**src/rtl/edge_tap_delay.sv**
```systemverilog
// edge_tap_delay: single-bit edge detector plus a variable-tap shift-register delay line
// Ports: clk, rst_n (async active-low), ce (enable for both registers)
//        i -> pe/ne/ee (edges of i against its last enabled sample)
//        d -> q (d delayed a+1 enabled clocks, tap select a)
module edge_tap_delay #(
  parameter int WID = 1,
  parameter int DEP = 16,
  localparam int AW = $clog2(DEP)
) (
  input  logic           clk,
  input  logic           rst_n,
  input  logic           ce,
  input  logic           i,
  output logic           pe,
  output logic           ne,
  output logic           ee,
  input  logic [AW-1:0]  a,
  input  logic [WID-1:0] d,
  output logic [WID-1:0] q
);
  logic           ed_q, ed_d;
  logic [WID-1:0] s_q [DEP];
  logic [WID-1:0] s_d [DEP];
  always_comb begin
    ed_d = ce ? i : ed_q;
    s_d[0] = ce ? d : s_q[0];
    for (int k = 1; k < DEP; k++) s_d[k] = ce ? s_q[k-1] : s_q[k];
  end
  always_ff @(posedge clk or negedge rst_n) begin
    if (!rst_n) begin
      ed_q <= 1'b0;
      for (int k = 0; k < DEP; k++) s_q[k] <= '0;
    end else begin
      ed_q <= ed_d;
      s_q <= s_d;
    end
  end
  assign pe = i & ~ed_q;
  assign ne = ~i & ed_q;
  assign ee = i ^ ed_q;
  assign q  = s_q[a];
endmodule

```
**config.mk**
```make
export PLATFORM = sky130hd
export DESIGN_NAME = edge_tap_delay
export DESIGN_NICKNAME = d
export VERILOG_FILES = /design/src/rtl/edge_tap_delay.sv
export SDC_FILE = /design/constraint.sdc
export NUM_CORES = 1
export LEC_CHECK = 0
export ABC_AREA = 1
export BUFFER_PORTS_ARGS = -buffer_cell sky130_fd_sc_hd__buf_2
export CELL_PAD_IN_SITES_DETAIL_PLACEMENT = 1
export CELL_PAD_IN_SITES_GLOBAL_PLACEMENT = 1
export CORE_MARGIN = 1.5
export CORE_UTILIZATION = 42
export CTS_BUF_LIST = sky130_fd_sc_hd__clkbuf_2
export DETAILED_ROUTE_END_ITERATION = 7
export HOLD_SLACK_MARGIN = 0.02
export MAX_ROUTING_LAYER = met4
export PLACE_DENSITY = 0.76
export SYNTH_ARGS = -nofsm -noshare
export SYNTH_HDL_FRONTEND = slang
export SYNTH_SLANG_ARGS = --single-unit
```
**constraint.sdc**
```tcl
create_clock -name clk -period 0.95 [get_ports clk]
set_input_delay 0.095 -clock clk [delete_from_list [all_inputs] [get_ports clk]]
set_output_delay 0.095 -clock clk [all_outputs]
set_load 0.03 [all_outputs]
```
# Yosys cells after proc, flatten, opt, wreduce, memory -nomap -nowiden
# Cells that the tools add are included.
# classes
order_cmp	1
n_mux	3
bitwise_logic	6
# ops
op	n
$ge A5 B5 Y1 const B	1
$not A4 Y5	1
$bmux W1 S4	1
$and A1 B1 Y1	2
$mux W1	2
$not A1 Y1	2
$xor A1 B1 Y1	1
# totals
regBits	17
inputBits	9
output_inout_bits	4
elab_cells	27

# Depth between registers and ports, before layout
# Gate-level depths: netlist of run 1.
# depth
ltp_word	4
mapped_depth	7

# Worst setup path before layout of run 1
# No wires, ideal clock.
# synth_timing
path_type	register to output
from	register s_q[8] (netlist name)
to	output port q
t_arrival_ns	0.853
required_ns	0.855
path_slack_ns	0.002
stages_incl_launch_ff	7
path_buffers	0
cell_sequence	dfrtp_1 -> inv_1 -> nand2_1 -> nand3_2 -> nand3_2 -> nand3_1 -> nand2_1
# synth_via
elab_chain_cells	3
# synth_rtl
element	line	text
from (decl)	22	logic [WID-1:0] s_q [DEP];
from (signal assigned)	35	s_q <= s_d;
$bmux W1 S4	41	assign q = s_q[a];
$mux W1 (implied by the code) (2 in series)	41	
to (decl)	19	output logic [WID-1:0] q
# Every way passes these cells. The select of a mux whose other input is x is not followed.

# Worst setup path after layout of run 1
# layout_timing
from	register s_q[3] (netlist name)
to	output port q
# Same word-level chain as after synthesis.

==> results of run 1 <==
## worst min-delay path: stages
cell,delay [ps]
buf_2,130
nand2_1,70
o21ai_1,80
## worst paths after layout
path	endpoint	slack, ps	depth (start not counted)
min reg2reg	s_q[10]	520	2
max in group asynchronous	s_q[11]	440	2
min in group asynchronous	s_q[4]	210	2
max reg2reg	s_q[8]	-60	5
min	ed_q	110	3
max	q	-460	7
## cell families (layout without fill, tap and decap cells)
kind of cell             Yosys count  count (layout)  synth area share [%]
buffers and inverters             27              64                  13.6
AND/OR/NAND/NOR                   48              48                  26.0
adder cells (fa/ha/maj)            2               2                  2.82
flip-flops                        17              17                  48.0
AO/OA/AOI/OAI                     17              17                  9.60
## what timing repair did
action                     in CTS  in global routing
hold endpoints to repair       18                  0
hold buffers                    2                  0
pin swaps                       2                 13
setup buffers                   3                  9
gates resized for setup        16                 21
setup endpoints to repair       4                  4
## power by group through the flow
stage	logic, uW	registers [uW]	clock network [uW]
final	692	901	346
after floorplan	278	879	0
after CTS	545	885	364
after detailed placement	468	895	0
after global placement	447	889	0
after global routing	764	910	374
## area by class of cell
class                      instances  area [sq um]  share of cell area [%]
inverter                          23          93.8                    7.36
multi-input combinational         67           412                    32.3
sequential                        17           425                    33.4
clock buffer                       4          20.0                    1.57
tap                               27          33.8                    2.65
timing repair buffer              37           290                    22.8
## registers in the layout (all words and copies together), names as in the netlist
register / count
ed_q: 1
s_q: 16
## routing by layer
layer	global-route usage [%]	vias up
li1	-	418
met1	24.9	424
met2	34.9	8
met3	1.84	6
met4	12.9	0
met5	-	-
## synthesized netlist by cell type, drive strengths merged
cell type / count / area [sq um]
nand2: 34 / 140
dfrtp: 17 / 425
nand3: 14 / 90.1
o21ai: 17 / 85.1
inv: 23 / 93.8
ha: 2 / 25.0
buf: 4 / 26.3
## through the flow
step / setup WS, ps / hold WS, ps / util (%) / area [sq um] / total power, uW
after CTS: -445 / 53.8 / 58.6 / 1160 / 1790
after detailed placement: -96.9 / 40.9 / 52.9 / 1050 / 1360
after global routing: -565 / 111 / 64.3 / 1270 / 2050
after global placement: -75.1 / 33.5 / 52.9 / 1050 / 1340
final: -463 / 114 / 64.3 / 1270 / 1940
after floorplan: 1.86 / -201 / - / 886 / 1160
==> impl_table.tex, run 1 <==
\begin{tabular}{lr}
\hline
Metric & Value \\
\hline
\multicolumn{2}{l}{\textbf{Global route}} \\
Global-route congestion overflow total & 0 \\
Global-route wire length before repair & 3690 um \\
Antenna violations before repair & 0 \\
Largest net degree at the start of global routing & 35 \\
Via count of the first global-routing pass & 836 \\
Global-route usage over all layers & 21.1\% \\
\multicolumn{2}{l}{\textbf{STA}} \\
Post-Route Skew & 20.5 ps \\
Tightest slew margin relative to the limit & 73.4\% \\
Unrepaired setup endpoints after global routing & yes \\
Worst Setup Slack, final & -463 ps \\
Final count of hold timing violations & 0 \\
Maximum clock rate & about 0.71 GHz \\
Setup TNS after final layout & -1230 ps \\
Final Max Tran Viols & 0 \\
Tcrit/Tclk final & 149\% \\
Final setup violation count & 5 \\
Clock period minus final worst setup slack & about 1400 ps \\
Worst-margin pin slew & about 400 ps \\
\multicolumn{2}{l}{\textbf{Yosys}} \\
Mean post-synth cell area & 7.98 sq um \\
Post-synthesis net count & 122 \\
Sequential cell area fraction in the yosys report & between 40\% and 50\% \\
Cell count after synthesis & roughly 110 \\
Number of storage elements in the synthesis netlist & 17 \\
Post-synthesis cell area & 886 sq um \\
Warnings from Yosys & 0 \\
Library cells used by synthesis & 12 \\
\multicolumn{2}{l}{\textbf{Floorplan}} \\
DIE AREA & 2390 sq um \\
Overall die height & between 40 and 50 um \\
Boundary Pins & 13 \\
Number of placement rows & 16 \\
Die outline width & roughly 49 um \\
Core ar. & 1980 sq um \\
Starting Density & roughly 45\% \\
\multicolumn{2}{l}{\textbf{Setup path}} \\
Number of buffer and inverter stages on the critical path & 2 \\
CP startpoint kind & flop \\
Required @ worst endpoint & roughly 850 ps \\
Startpoint-to-endpoint class of the critical path & reg -> out \\
Cells along the critical path & inv\_2 -> nand2\_2 -> nand3\_2 -> nand3\_1 -> nand3\_2 -> nand2\_2 -> buf\_6 \\
CP Max Fanout & 2 \\
CP peak stage delay & 430 ps \\
Kind of cell adding the most delay to the critical path & flip-flops \\
Slowest CP cell & dfrtp\_1 \\
Worst setup EP type & output pin \\
Startpoint of the worst register-to-register path & s\_q[8] \\
Arrival time worst endpoint & 1320 ps \\
Start point of the critical path & s\_q[3] \\
\multicolumn{2}{l}{\textbf{Power and ir drop}} \\
Combinational group share of total power & 35.7\% \\
IR drop worst, VDD & roughly 0.0012 V \\
Leakage & between 0.0006 and 0.0007 uW \\
P\_sw & 664 uW \\
Fraction of power spent switching nets & 34.3\% \\
Power density relative to cell area & 1520 nW/um\^{}2 \\
Reg power frac & $\sim$47\% \\
Share of power burned in the clock network & 17.9\% \\
Cell-internal power & roughly 1300 uW \\
\multicolumn{2}{l}{\textbf{Flow run}} \\
Number of maximum-capacitance constraint violations & 0 \\
\multicolumn{2}{l}{\textbf{CTS}} \\
Max H-tree Level & 1 \\
Clock tree sinks & 17 \\
Root buf cell & clkbuf\_2 \\
TritonCTS clock tree & yes \\
Clock Tree Buf Depth & 2 \\
Clock latency at the later pin of the worst-skew pair & 300 ps \\
Clock-pin slew on the worst setup and hold paths & about 180 ps \\
Num CTS Buffers & 3 \\
\multicolumn{2}{l}{\textbf{Placement}} \\
Placer congestion estimate & 0.747 \\
Number of buffers added on ports & 12 \\
HPWL after detailed placement & between 1000 and 1500 um \\
DP Cell Count & 157 \\
\multicolumn{2}{l}{\textbf{Routing}} \\
Via count of the routed design & 856 \\
Wire length on met1 & 1140 um \\
Drt first-iter violations & 7 \\
Length of the first detailed-routing pass in iterations & 4 \\
Met2 wire length & 1460 um \\
Via/cell ratio & 4.89 \\
Detail-routed net length per standard cell & 15.4 um \\
Final ANT Viol Nets & 0 \\
Wire length on met3 & 41 um \\
Remaining design rule violation count & 0 \\
Top routing layer in use & met4 \\
Total routed wirelength & around 2700 um \\
\multicolumn{2}{l}{\textbf{Finish}} \\
Relative area change from synthesis to final layout & 43.9\% \\
Antenna diodes & 0 \\
Layout cells sized above 1 & 51.4\% \\
Most used cells in the layout excluding fill and tap cells & nand2\_1, buf\_4, dfrtp\_1 \\
Leading cell type in the layout, fill and taps excluded & nand2\_1 \\
Count of placed standard cells in the final layout, fillers left out & 175 \\
Number of inserted filler cells in the final layout & between 200 and 250 \\
Final \#Nets & 160 \\
\multicolumn{2}{l}{\textbf{Run status}} \\
Violated checks & negative setup slack \\
Status & finished with violations \\
\multicolumn{2}{l}{\textbf{Hold path}} \\
Launch point of the worst hold path & i \\
Min-Delay Path Class & in -> reg \\
\hline
\end{tabular}
Power figures use the tool's default switching activity.
==> run 2: changes to the inputs <==
Settings changed: SKIP_CTS_REPAIR_TIMING set to 1.
==> impl_table.tex, run 2 (synthesis gave the netlist of run 1 again) <==
\begin{tabular}{lr}
\hline
Metric & Value \\
\hline
\multicolumn{2}{l}{\textbf{STA}} \\
Maximum clock rate & 0.704 GHz \\
Final setup violation count & 4 \\
Worst Setup Slack, final & -471 ps \\
Clock period minus final worst setup slack & 1420 ps \\
Tightest slew margin relative to the limit & 73.7\% \\
Post-Route Skew & 13.5 ps \\
Tcrit/Tclk final & 150\% \\
Min Hold Slack & around 54 ps \\
Unrepaired setup endpoints after global routing & yes \\
Final count of hold timing violations & 0 \\
Worst-margin pin slew & around 390 ps \\
Final Max Tran Viols & 0 \\
Setup TNS after final layout & -1260 ps \\
\multicolumn{2}{l}{\textbf{Power and ir drop}} \\
Reg power frac & 47.7\% \\
P\_sw & 649 uW \\
Cell-internal power & 1230 uW \\
Share of power burned in the clock network & about a fifth \\
Leakage & 0.000623 uW \\
IR drop worst, VDD & 0.00124 V \\
Combinational group share of total power & between 30\% and 40\% \\
Power density relative to cell area & 1540 nW/um\^{}2 \\
Fraction of power spent switching nets & 34.4\% \\
\multicolumn{2}{l}{\textbf{CTS}} \\
Root buf cell & clkbuf\_2 \\
Clock Tree Buf Depth & 2 \\
Max H-tree Level & 1 \\
Clock-pin slew on the worst setup and hold paths & 180 ps \\
Clock latency at the later pin of the worst-skew pair & 320 ps \\
Clock tree sinks & 17 \\
TritonCTS clock tree & yes \\
Num CTS Buffers & 3 \\
\multicolumn{2}{l}{\textbf{Finish}} \\
Final instance area & 1220 sq um \\
Number of inserted filler cells in the final layout & between 200 and 250 \\
Final \#Nets & 155 \\
Largest register by flop count & s\_q \\
Most used cells in the layout excluding fill and tap cells & nand2\_1, dfrtp\_1, buf\_4 \\
Antenna diodes & 0 \\
Layout cells sized above 1 & 46.9\% \\
Max FFs per register & 16 \\
Largest regs & s\_q x16, ed\_q x1 \\
Relative area change from synthesis to final layout & 38.1\% \\
Leading cell type in the layout, fill and taps excluded & nand2\_1 \\
\multicolumn{2}{l}{\textbf{Placement}} \\
Number of buffers added on ports & 12 \\
HPWL after detailed placement & around 1400 um \\
Post-detailed-placement cell area & between 1000 and 1500 sq um \\
Placer congestion estimate & between 0.7 and 0.8 \\
\multicolumn{2}{l}{\textbf{Run status}} \\
Violated checks & negative setup slack \\
Status & finished with violations \\
\multicolumn{2}{l}{\textbf{Floorplan}} \\
DIE AREA & 2390 sq um \\
Die outline width & 48.9 um \\
Core ar. & roughly 2000 sq um \\
Overall die height & a little under 50 um \\
Starting Density & 44.7\% \\
Number of placement rows & 16 \\
Boundary Pins & 13 \\
\multicolumn{2}{l}{\textbf{Global route}} \\
Global-route usage over all layers & 19.5\% \\
Antenna violations before repair & 0 \\
Global-route congestion overflow total & 0 \\
Via count of the first global-routing pass & 786 \\
Largest net degree at the start of global routing & 35 \\
Global-route wire length before repair & between 3000 and 4000 um \\
\multicolumn{2}{l}{\textbf{Hold path}} \\
Min-Delay Path Class & in -> reg \\
Hold depth & 3 \\
\multicolumn{2}{l}{\textbf{Routing}} \\
Detail-routed net length per standard cell & between 10 and 15 um \\
Via/cell ratio & between 4 and 5 \\
Via count of the routed design & about 800 \\
Drt first-iter violations & 8 \\
Length of the first detailed-routing pass in iterations & 4 \\
Remaining design rule violation count & 0 \\
Final ANT Viol Nets & 0 \\
Total routed wirelength & $\sim$2300 um \\
\multicolumn{2}{l}{\textbf{Setup path}} \\
Worst setup EP type & output pin \\
R2R depth & 4 \\
Arrival time worst endpoint & 1330 ps \\
Required @ worst endpoint & 850 ps \\
Startpoint-to-endpoint class of the critical path & reg -> out \\
CP startpoint kind & flop \\
CP Max Fanout & 2 \\
\multicolumn{2}{l}{\textbf{Flow run}} \\
Number of maximum-capacitance constraint violations & 0 \\
\hline
\end{tabular}
-- run 2: cell types whose count changed in the layout (fill, tap and decap cells not counted), sizes merged --
| cell | previous run | this run |
|---|---|---|
| buf | 35 | 30 |
-- run 2: layout make-up --
class	instances	area (sq um)	area share, %
Inverter	23	93.8	7.67
Multi-Input combinational cell	67	398	32.5
Clock buffer	4	20.0	1.64
Tap cell	27	33.8	2.76
Sequential cell	17	425	34.8
Timing Repair Buffer	32	253	20.7
-- run 2: worst paths after layout --
check / start / to / slack [ps]
min in group asynchronous: rst_n / s_q[8] / 190
max in group asynchronous: rst_n / s_q[11] / 470
setup / recovery: s_q[8] / q / -470
setup reg to reg: s_q[4] / s_q[4] / 90
hold reg to reg: s_q[11] / s_q[10] / 500
hold / removal: i / ed_q / 50
-- run 2: power groups by stage --
stage	logic, uW	registers (uW)	clock network [uW]
finish	618	898	367
global route	685	910	384
CTS	470	879	364
detailed placement	468	895	0
global placement	447	889	0
floorplan	278	879	0
-- run 2: through the flow --
stage                     cells  total power (uW)  worst slack [ps]  util, %
final                       170              1880              -471     61.7
after global routing        170              1980              -559     61.7
after CTS                   161              1710              -483     53.9
after detailed placement    157              1360             -96.9     52.9
after global placement      157              1340             -75.1     52.9
after floorplan             111              1160              1.86        -
-- run 2: worst max-delay path, cell delays in order, from the launching register on --
cell,delay (ps)
dfrtp_1,440
inv_2,70
nand2_1,60
nand3_2,90
nand3_2,70
nand3_1,80
nand2_1,60
buf_6,130
-- run 2: routing by layer --
metal	global-route usage, %	wire length [um]
met1	21.7	1100
met2	32.0	1140
met3	3.68	22
met4	12.9	59
met5	-	0
==> run 3: changes to the inputs <==
Settings changed: CORE_MARGIN 1.5 to not set.
Clock period 0.95 ns to 1.4 ns, I/O delays scaled along.
==> impl_table.tex, run 3 (synthesis gave the netlist of run 1 again) <==
\begin{tabular}{lr}
\hline
Metric & Value \\
\hline
\multicolumn{2}{l}{\textbf{Setup path}} \\
Worst setup EP type & output pin \\
Reg-to-reg endpoint & s\_q[2] \\
Arrival time worst endpoint & between 1000 and 1500 ps \\
Slack of the worst reg-to-reg path & 600 ps \\
CP startpoint kind & flop \\
R2R depth & 3 \\
CP Max Fanout & 2 \\
Startpoint of the worst register-to-register path & s\_q[3] \\
Required @ worst endpoint & around 1300 ps \\
Startpoint-to-endpoint class of the critical path & reg -> out \\
\multicolumn{2}{l}{\textbf{STA}} \\
Tightest slew margin relative to the limit & 66.5\% \\
Worst-margin pin slew & 502 ps \\
Final setup violation count & 1 \\
Tcrit/Tclk final & 104\% \\
Final Max Tran Viols & 0 \\
Worst Setup Slack, final & -52.1 ps \\
Final count of hold timing violations & 0 \\
Unrepaired setup endpoints after global routing & yes \\
Clock period minus final worst setup slack & 1450 ps \\
Maximum clock rate & 0.689 GHz \\
Post-Route Skew & 2.33 ps \\
\multicolumn{2}{l}{\textbf{Routing}} \\
Via count of the routed design & roughly 730 \\
Total routed wirelength & 1820 um \\
Remaining design rule violation count & 0 \\
Drt first-iter violations & 4 \\
Detail-routed net length per standard cell & 11.7 um \\
Length of the first detailed-routing pass in iterations & 2 \\
Via/cell ratio & 4.70 \\
Final ANT Viol Nets & 0 \\
\multicolumn{2}{l}{\textbf{Floorplan}} \\
Number of placement rows & 16 \\
Core ar. & 1980 sq um \\
Starting Density & 44.7\% \\
DIE AREA & $\sim$2300 sq um \\
Boundary Pins & 13 \\
Die outline width & 47.9 um \\
Overall die height & 47.9 um \\
\multicolumn{2}{l}{\textbf{Hold path}} \\
Hold depth & 3 \\
Hold endpoint & s\_q[15] \\
Launch point of the worst hold path & d \\
Min-Delay Path Class & in -> reg \\
\multicolumn{2}{l}{\textbf{Power and ir drop}} \\
Leakage & 0.000545 uW \\
Power density relative to cell area & 1090 nW/um\^{}2 \\
IR drop worst, VDD & 0.000487 V \\
\multicolumn{2}{l}{\textbf{CTS}} \\
Clock latency at the later pin of the worst-skew pair & 310 ps \\
Clock-pin slew on the worst setup and hold paths & 170 ps \\
Max H-tree Level & 1 \\
Num CTS Buffers & 3 \\
TritonCTS clock tree & yes \\
Clock Tree Buf Depth & 2 \\
Root buf cell & clkbuf\_2 \\
Clock tree sinks & 17 \\
\multicolumn{2}{l}{\textbf{Finish}} \\
Antenna diodes & 0 \\
Fin util & a little over half \\
Largest register by flop count & s\_q \\
Layout cells sized above 1 & 32.8\% \\
Max FFs per register & 16 \\
Largest regs & s\_q x16, ed\_q x1 \\
Final \#Nets & 140 \\
Leading cell type in the layout, fill and taps excluded & nand2\_1 \\
Most used cells in the layout excluding fill and tap cells & nand2\_1, dfrtp\_1, inv\_1 \\
Final instance area & 1030 sq um \\
Relative area change from synthesis to final layout & 16.8\% \\
\multicolumn{2}{l}{\textbf{Run status}} \\
Status & finished with violations \\
Violated checks & negative setup slack \\
\multicolumn{2}{l}{\textbf{Global route}} \\
Antenna violations before repair & 0 \\
Global-route usage over all layers & 18.2\% \\
Global-route wire length before repair & 2640 um \\
Global-route congestion overflow total & 0 \\
Largest net degree at the start of global routing & 35 \\
Via count of the first global-routing pass & 618 \\
\multicolumn{2}{l}{\textbf{Placement}} \\
Post-detailed-placement cell area & 953 sq um \\
Placer congestion estimate & 0.759 \\
Number of buffers added on ports & 12 \\
HPWL after detailed placement & 1270 um \\
Dpl ws & 291 ps \\
\multicolumn{2}{l}{\textbf{Flow run}} \\
Number of maximum-capacitance constraint violations & 0 \\
\hline
\end{tabular}
## run 3: changes by cell type in the layout (fill, tap and decap cells not counted), sizes merged
cell and change:
clkinv +1, buf -14, dlygate4sd3 -1, clkbuf -1
## run 3: worst max-delay path by stage
stage / start / slack [ps] / depth (start not counted) / to
floorplan: s_q[8] / 410 / 6 / q
global placement: a[0] / 330 / 8 / q
detailed placement: s_q[8] / 290 / 7 / q
CTS: s_q[8] / -100 / 7 / q
global route: s_q[3] / -130 / 7 / q
finish: s_q[1] / -50 / 7 / q
## run 3: metrics by stage
stage / hold slack [ps] / total power (uW) / setup TNS (ps) / cells
2_1_floorplan: -156 / 785 / 0 / 111
3_3_place_gp: 78.5 / 847 / 0 / 146
3_5_place_dp: 75.9 / 859 / 0 / 146
4_1_cts: -300 / 1090 / -97.9 / 150
5_1_grt: 61.0 / 1200 / -128 / 155
6_report: 26.1 / 1130 / -52.1 / 155
## run 3: worst max-delay path, cell delays in order (launching register included)
cell     delay (ps)
dfrtp_1         420
inv_1            70
nand2_1          50
nand3_1          70
nand3_1          90
nand3_1         110
nand2_2          50
buf_6           130
## run 3: report_power, final
part / total (uW) / switching [uW] / internal (uW) / leakage, uW
combinational: 292 / 178 / 114 / 0.000309
sequential: 602 / 40.9 / 561 / 0.000220
clock: 234 / 169 / 64.7 / 0.0000164
## run 3: layout make-up
cell class,count,area (sq um)
fill,246,947
sequential,17,425
multi-input combinational,67,353
timing repair buffer,17,109
inverter,23,93.8
tap,27,33.8
clock buffer,3,15.0
clock inverter,1,5.00
## run 3: metal layers
layer,global-route usage [%],share of wire [%],vias to the layer above
met2,28.4,49,7
met1,20.5,46,338
met5,-,0,-
li1,-,-,377
met4,11.7,3.0,0
met3,4.53,2.1,7
